## src/rtl/rom_streamer_if.sv

```systemverilog
// Stream and control bundle between rom_streamer and its environment.
// master: the streamer (drives rom_addr, out_data/out_valid, busy, done).
// slave: the controller/consumer/ROM side (drives start, abort, base, len, rom_dout, out_ready).
interface rom_streamer_if #(
  parameter int Nloc  = 16,
  parameter int Dbits = 4
);
  localparam int AW = $clog2(Nloc);
  localparam int LW = $clog2(Nloc) + 1;

  logic             start;
  logic             abort;
  logic [AW-1:0]    base;
  logic [LW-1:0]    len;
  logic [AW-1:0]    rom_addr;
  logic [Dbits-1:0] rom_dout;
  logic [Dbits-1:0] out_data;
  logic             out_valid;
  logic             out_ready;
  logic             busy;
  logic             done;

  modport master (
    input  start, abort, base, len, rom_dout, out_ready,
    output rom_addr, out_data, out_valid, busy, done
  );

  modport slave (
    output start, abort, base, len, rom_dout, out_ready,
    input  rom_addr, out_data, out_valid, busy, done
  );
endinterface

```

## src/rtl/rom_streamer.sv

```systemverilog
// Streams len words from an async-read ROM starting at base, wrapping past Nloc-1 to 0.
// Latency: first word valid on the edge after the start edge, then 1 word/cycle.
// Backpressure: out_data/out_valid hold while out_ready is low; abort drops the burst at once.
// Ports: clk, reset_n (async, active low); bus (master modport): start/abort/base/len control,
//        rom_addr/rom_dout ROM port, out_data/out_valid/out_ready stream, busy/done status.
module rom_streamer #(
  parameter int Nloc  = 16,
  parameter int Dbits = 4
) (
  input  logic           clk,
  input  logic           reset_n,
  rom_streamer_if.master bus
);
  localparam int AW = $clog2(Nloc);
  localparam int LW = $clog2(Nloc) + 1;

  typedef enum logic {IDLE, RUN} state_t;

  state_t           state_q, state_d;
  logic [AW-1:0]    ptr_q, ptr_d;
  logic [LW-1:0]    rem_q, rem_d;
  logic [Dbits-1:0] data_q, data_d;
  logic             vld_q, vld_d;
  logic             done_q, done_d;

  // The output slot is free this cycle: either empty or its word is being accepted.
  logic slot_free;
  logic load;

  assign slot_free = !vld_q || bus.out_ready;
  assign load      = (rem_q != '0) && slot_free;

  always_ff @(posedge clk or negedge reset_n) begin
    if (!reset_n) begin
      state_q <= IDLE;
      ptr_q   <= '0;
      rem_q   <= '0;
      data_q  <= '0;
      vld_q   <= 1'b0;
      done_q  <= 1'b0;
    end else begin
      state_q <= state_d;
      ptr_q   <= ptr_d;
      rem_q   <= rem_d;
      data_q  <= data_d;
      vld_q   <= vld_d;
      done_q  <= done_d;
    end
  end

  always_comb begin
    state_d = state_q;
    ptr_d   = ptr_q;
    rem_d   = rem_q;
    data_d  = data_q;
    vld_d   = vld_q;
    done_d  = 1'b0;
    if (bus.abort) begin
      // Abort wins over start and over any handshake this cycle; ptr and data hold.
      state_d = IDLE;
      vld_d   = 1'b0;
      rem_d   = '0;
    end else begin
      case (state_q)
        IDLE: begin
          if (bus.start) begin
            if (bus.len == '0) begin
              done_d = 1'b1;
            end else begin
              ptr_d   = bus.base;
              rem_d   = bus.len;
              state_d = RUN;
            end
          end
        end
        RUN: begin
          if (load) begin
            data_d = bus.rom_dout;
            vld_d  = 1'b1;
            rem_d  = rem_q - LW'(1);
            ptr_d  = (ptr_q == AW'(Nloc - 1)) ? '0 : ptr_q + AW'(1);
          end else if (slot_free) begin
            // Nothing left to fetch and the last word is gone (or was never pending).
            vld_d   = 1'b0;
            state_d = IDLE;
            done_d  = 1'b1;
          end
        end
        default: state_d = IDLE;
      endcase
    end
  end

  // rom_addr comes straight from the pointer register, never from start/base/len.
  assign bus.rom_addr  = ptr_q;
  assign bus.out_data  = data_q;
  assign bus.out_valid = vld_q;
  assign bus.busy      = (state_q == RUN);
  assign bus.done      = done_q;
endmodule

```

## src/flat_wrapper.sv

```systemverilog
// flat-port wrapper written by rule: the top's interface ports become plain ports
module rom_streamer_flat 
#(
  parameter int Nloc  = 16,
  parameter int Dbits = 4
)
  (clk, reset_n, bus_start, bus_abort, bus_base, bus_len, bus_rom_dout, bus_out_ready, bus_rom_addr, bus_out_data, bus_out_valid, bus_busy, bus_done);
  rom_streamer_if #(.Nloc(Nloc), .Dbits(Dbits)) bus_i ();
  input  logic clk;
  input  logic reset_n;
  input wire logic [$bits(bus_i.start)-1:0] bus_start;
  input wire logic [$bits(bus_i.abort)-1:0] bus_abort;
  input wire logic [$bits(bus_i.base)-1:0] bus_base;
  input wire logic [$bits(bus_i.len)-1:0] bus_len;
  input wire logic [$bits(bus_i.rom_dout)-1:0] bus_rom_dout;
  input wire logic [$bits(bus_i.out_ready)-1:0] bus_out_ready;
  output wire logic [$bits(bus_i.rom_addr)-1:0] bus_rom_addr;
  output wire logic [$bits(bus_i.out_data)-1:0] bus_out_data;
  output wire logic [$bits(bus_i.out_valid)-1:0] bus_out_valid;
  output wire logic [$bits(bus_i.busy)-1:0] bus_busy;
  output wire logic [$bits(bus_i.done)-1:0] bus_done;
  assign bus_i.start = bus_start;
  assign bus_i.abort = bus_abort;
  assign bus_i.base = bus_base;
  assign bus_i.len = bus_len;
  assign bus_i.rom_dout = bus_rom_dout;
  assign bus_i.out_ready = bus_out_ready;
  assign bus_rom_addr = bus_i.rom_addr;
  assign bus_out_data = bus_i.out_data;
  assign bus_out_valid = bus_i.out_valid;
  assign bus_busy = bus_i.busy;
  assign bus_done = bus_i.done;
  rom_streamer #(.Nloc(Nloc), .Dbits(Dbits)) u_core (.clk(clk), .reset_n(reset_n), .bus(bus_i));
endmodule
```

## config.mk

```make
export PLATFORM = sky130hd
export DESIGN_NAME = rom_streamer_flat
export DESIGN_NICKNAME = d
export VERILOG_FILES = /design/src/rtl/rom_streamer_if.sv /design/src/rtl/rom_streamer.sv /design/src/flat_wrapper.sv
export SDC_FILE = /design/constraint.sdc
export NUM_CORES = 1
export LEC_CHECK = 0
export BUFFER_PORTS_ARGS = -buffer_cell sky130_fd_sc_hd__buf_4
export CAP_MARGIN = 5
export CORE_ASPECT_RATIO = 0.75
export CORE_UTILIZATION = 48
export CTS_CLUSTER_DIAMETER = 80
export DETAILED_ROUTE_END_ITERATION = 7
export PLACE_DENSITY = 0.76
export SETUP_SLACK_MARGIN = 0.4
export SLEW_MARGIN = 20
export SYNTH_ARGS = -nofsm -noshare
export SYNTH_HDL_FRONTEND = slang
export SYNTH_SLANG_ARGS = --single-unit
```

## constraint.sdc

```tcl
create_clock -name clk -period 2.15 [get_ports clk]
set_clock_uncertainty 0.05 [all_clocks]
set_input_delay 0.1075 -clock clk [delete_from_list [all_inputs] [get_ports clk]]
set_output_delay 0.1075 -clock clk [all_outputs]
set_load 0.05 [all_outputs]
```

==> metrics.txt <==
run status complete, no violations; DR WL met2 1160 µm; Final GP Congestion 0.811; kind of cell adding the most delay to the critical path simple AND/OR/NAND/NOR gates; Synthesized Nets ~100; reg2reg end u_core.rem_q[1]; hold endpoint u_core.bus.rom_addr[0]; CP max stage cell or4b_4; CP startpoint u_core.rem_q[0]; Vias 817; H-tree depth 1; Min Hold Slack ~0.093 ns; final hold vios 0; routed wire length 2240 µm; Cell Area, Synth just under 900 µm²; Final #Nets around 150; top sig layer met4; final setup fails 0; DRC violation total after the first TritonRoute iteration 20; number of cell rows 13; Main synth FF type dfrtp_1; number of synthesized flops with an enable pin 0; crit path launch type flip-flop; Core Region roughly 1700 µm²; Area growth syn-to-layout 49.9%; Final Max Slew Viols 0; largest net degree at the start of global routing 22; clk sinks 16; Distinct cells, synth 32; CP endpoint kind flip-flop; Die Ht slightly below 40 µm; worst-case reg-to-reg path depth 6; Initial Util about half; worst reg2reg startpoint u_core.rem_q[0]; most frequent cells in the layout buf_4, dfrtp_1, mux2_2; total number of cells along the worst setup path 6; placed insts approximately 130; Worst-Margin Slew 0.546 ns; global-route wire length before repair between 3000 and 4000 µm; number of global-route vias before repair 800; WP data required ~2.3 ns; Metal-1 WL 959 µm; Cell Chain, Critical Path inv_2, ha_4, or4b_4, and3_4, a311oi_4, a22o_1; yosys warns 0; final period demand of the worst path between 1.5 and 2 ns; Syn Inst Count between 80 and 90; final instance area ~1300 µm²; Rel. slew slack a little under two thirds; share of cells above drive strength 1 46.9%; clock tree root driver cell clkbuf_4; Post-synth ARST share 100%; Max IR drop VDD 0.000656 V; sequential area share after synthesis around 45%; Hold Startpoint bus_base[0]; RSZ-0062 raised after global routing true; clk_lat worst skew a little under 0.3 ns; Hold WC Path Type input pin to flip-flop; # fillers 121; die width just over 50 µm; leak pwr slightly above 0.6 nW; CTS Buf Count 3; Reg2Reg Setup Slack slightly above 0.2 ns; DRT Pass-1 Iters 4; Area after DPL between 1000 and 1500 µm²; Ports 29; CP Max Fanout 5; clock-pin slew on the worst setup and hold paths ~0.090 ns; All-Layer GR Usage between 20% and 30%; Worst path max stage delay approximately 0.47 ns; CTS tree built; #FFs+latches synth 16; Layout Utilization between 70% and 80%; met3 WL between 90 and 100 µm; Post-Syn Area per Cell about 11 µm²; CP Data Arrival Time between 2 and 2.5 ns; antenna cells 0; hold path cells 3; gr ovfl total 0; IO Port Bufs 28; routed len/inst 14.9 µm; PD cells approximately 1100 nW/µm²; Vias/cell roughly 5.4; crit share post-route 90.5%; die area about 2000 µm²; Peak Freq around 510 MHz; crit path buf inv count 1; Final TNS setup 0 ns; Final ANT Viol Nets 0; DRC 0; clock buffer depth 2; Post-DP HPWL 1430 µm; Setup CP Type flip-flop to flip-flop; antenna violations before repair 0; Max Cap Violations 0; final cell count without fillers 150; commonest non-fill, non-tap cell in the layout buf_4
-- cell type report --
type	instances	area [µm²]	area share, %
Multi-Input combinational cell	59	498	37.5
Clock buffer	4	36.3	2.73
Sequential cell	16	402	30.3
Timing Repair Buffer	43	342	25.7
Inverter	6	22.5	1.70
Tap cell	22	27.5	2.07
-- synthesized netlist by cell type, types with 2 or more instances --
library cell / count / area share, %
a21o_1: 2 / 1.7
a22o_1: 5 / 4.9
a31oi_1: 2 / 1.4
dfrtp_1: 16 / 45
ha_1: 2 / 2.8
inv_1: 6 / 2.5
mux2_2: 8 / 10
nand2_1: 2 / 0.85
nand2b_1: 2 / 1.4
nand3_1: 3 / 1.7
nor2_1: 7 / 3.0
nor2b_1: 2 / 1.4
nor3_1: 3 / 1.7
o21ai_0: 5 / 2.8
-- worst min-delay path, stage by stage --
cell and delay [ns]:
buf_4 0.08, a21o_1 0.09, mux2_2 0.13
-- layer usage --
metal | track usage [%] | vias up
met5 | 0 | -
li1 | - | 398
met2 | 46.1 | 24
met4 | 6.08 | 0
met1 | 26.5 | 390
met3 | 7.84 | 5
-- flip-flops by register name (all words and copies together), names as in the netlist --
name and count:
u_core.bus.rom_addr 4, u_core.bus.busy 1, u_core.bus.out_data 4, u_core.bus.done 1, u_core.bus.out_valid 1, u_core.rem_q 5
-- logic make-up (layout without fill, tap and decap cells) --
group | Yosys count | after routing | share of synthesized area [%]
multiplexers | 8 | 8 | 10.2
flip-flops | 16 | 16 | 45.2
adder cells (fa/ha/maj) | 2 | 2 | 2.82
buffers and inverters | 8 | 53 | 3.39
XOR/XNOR | 1 | 1 | 0.989
AND/OR/NAND/NOR | 24 | 24 | 15.4
AO/OA/AOI/OAI | 24 | 24 | 22.0
-- timing repair --
action	4_1_cts	5_1_grt
setup endpoints to repair	16	16
gates resized for setup	4	5
endpoints found under the hold margin	21	0
hold buffers	6	0
pin swaps	5	2
setup buffers	6	3
-- stage by stage --
stage / power, mW / setup WS (ns)
2_1_floorplan: 0.990 / 0.334
3_3_place_gp: 1.19 / 0.229
3_5_place_dp: 1.21 / 0.159
4_1_cts: 1.46 / 0.192
5_1_grt: 1.57 / 0.148
6_report: 1.48 / 0.205
-- worst max path at each step --
| stage | slack (ns) | to |
|---|---|---|
| 2_1_floorplan | 0.33 | u_core.bus.rom_addr[0] |
| 3_3_place_gp | 0.23 | u_core.bus.out_data[0] |
| 3_5_place_dp | 0.16 | u_core.bus.out_data[1] |
| 4_1_cts | 0.19 | u_core.rem_q[1] |
| 5_1_grt | 0.15 | u_core.rem_q[2] |
| 6_report | 0.20 | u_core.rem_q[1] |
-- power by group --
group          switching, mW  internal, mW
Combinational          0.473         0.325
Clock                 0.0963         0.103
Sequential            0.0897         0.393
Note: power is estimated with default switching activity, not from simulation.
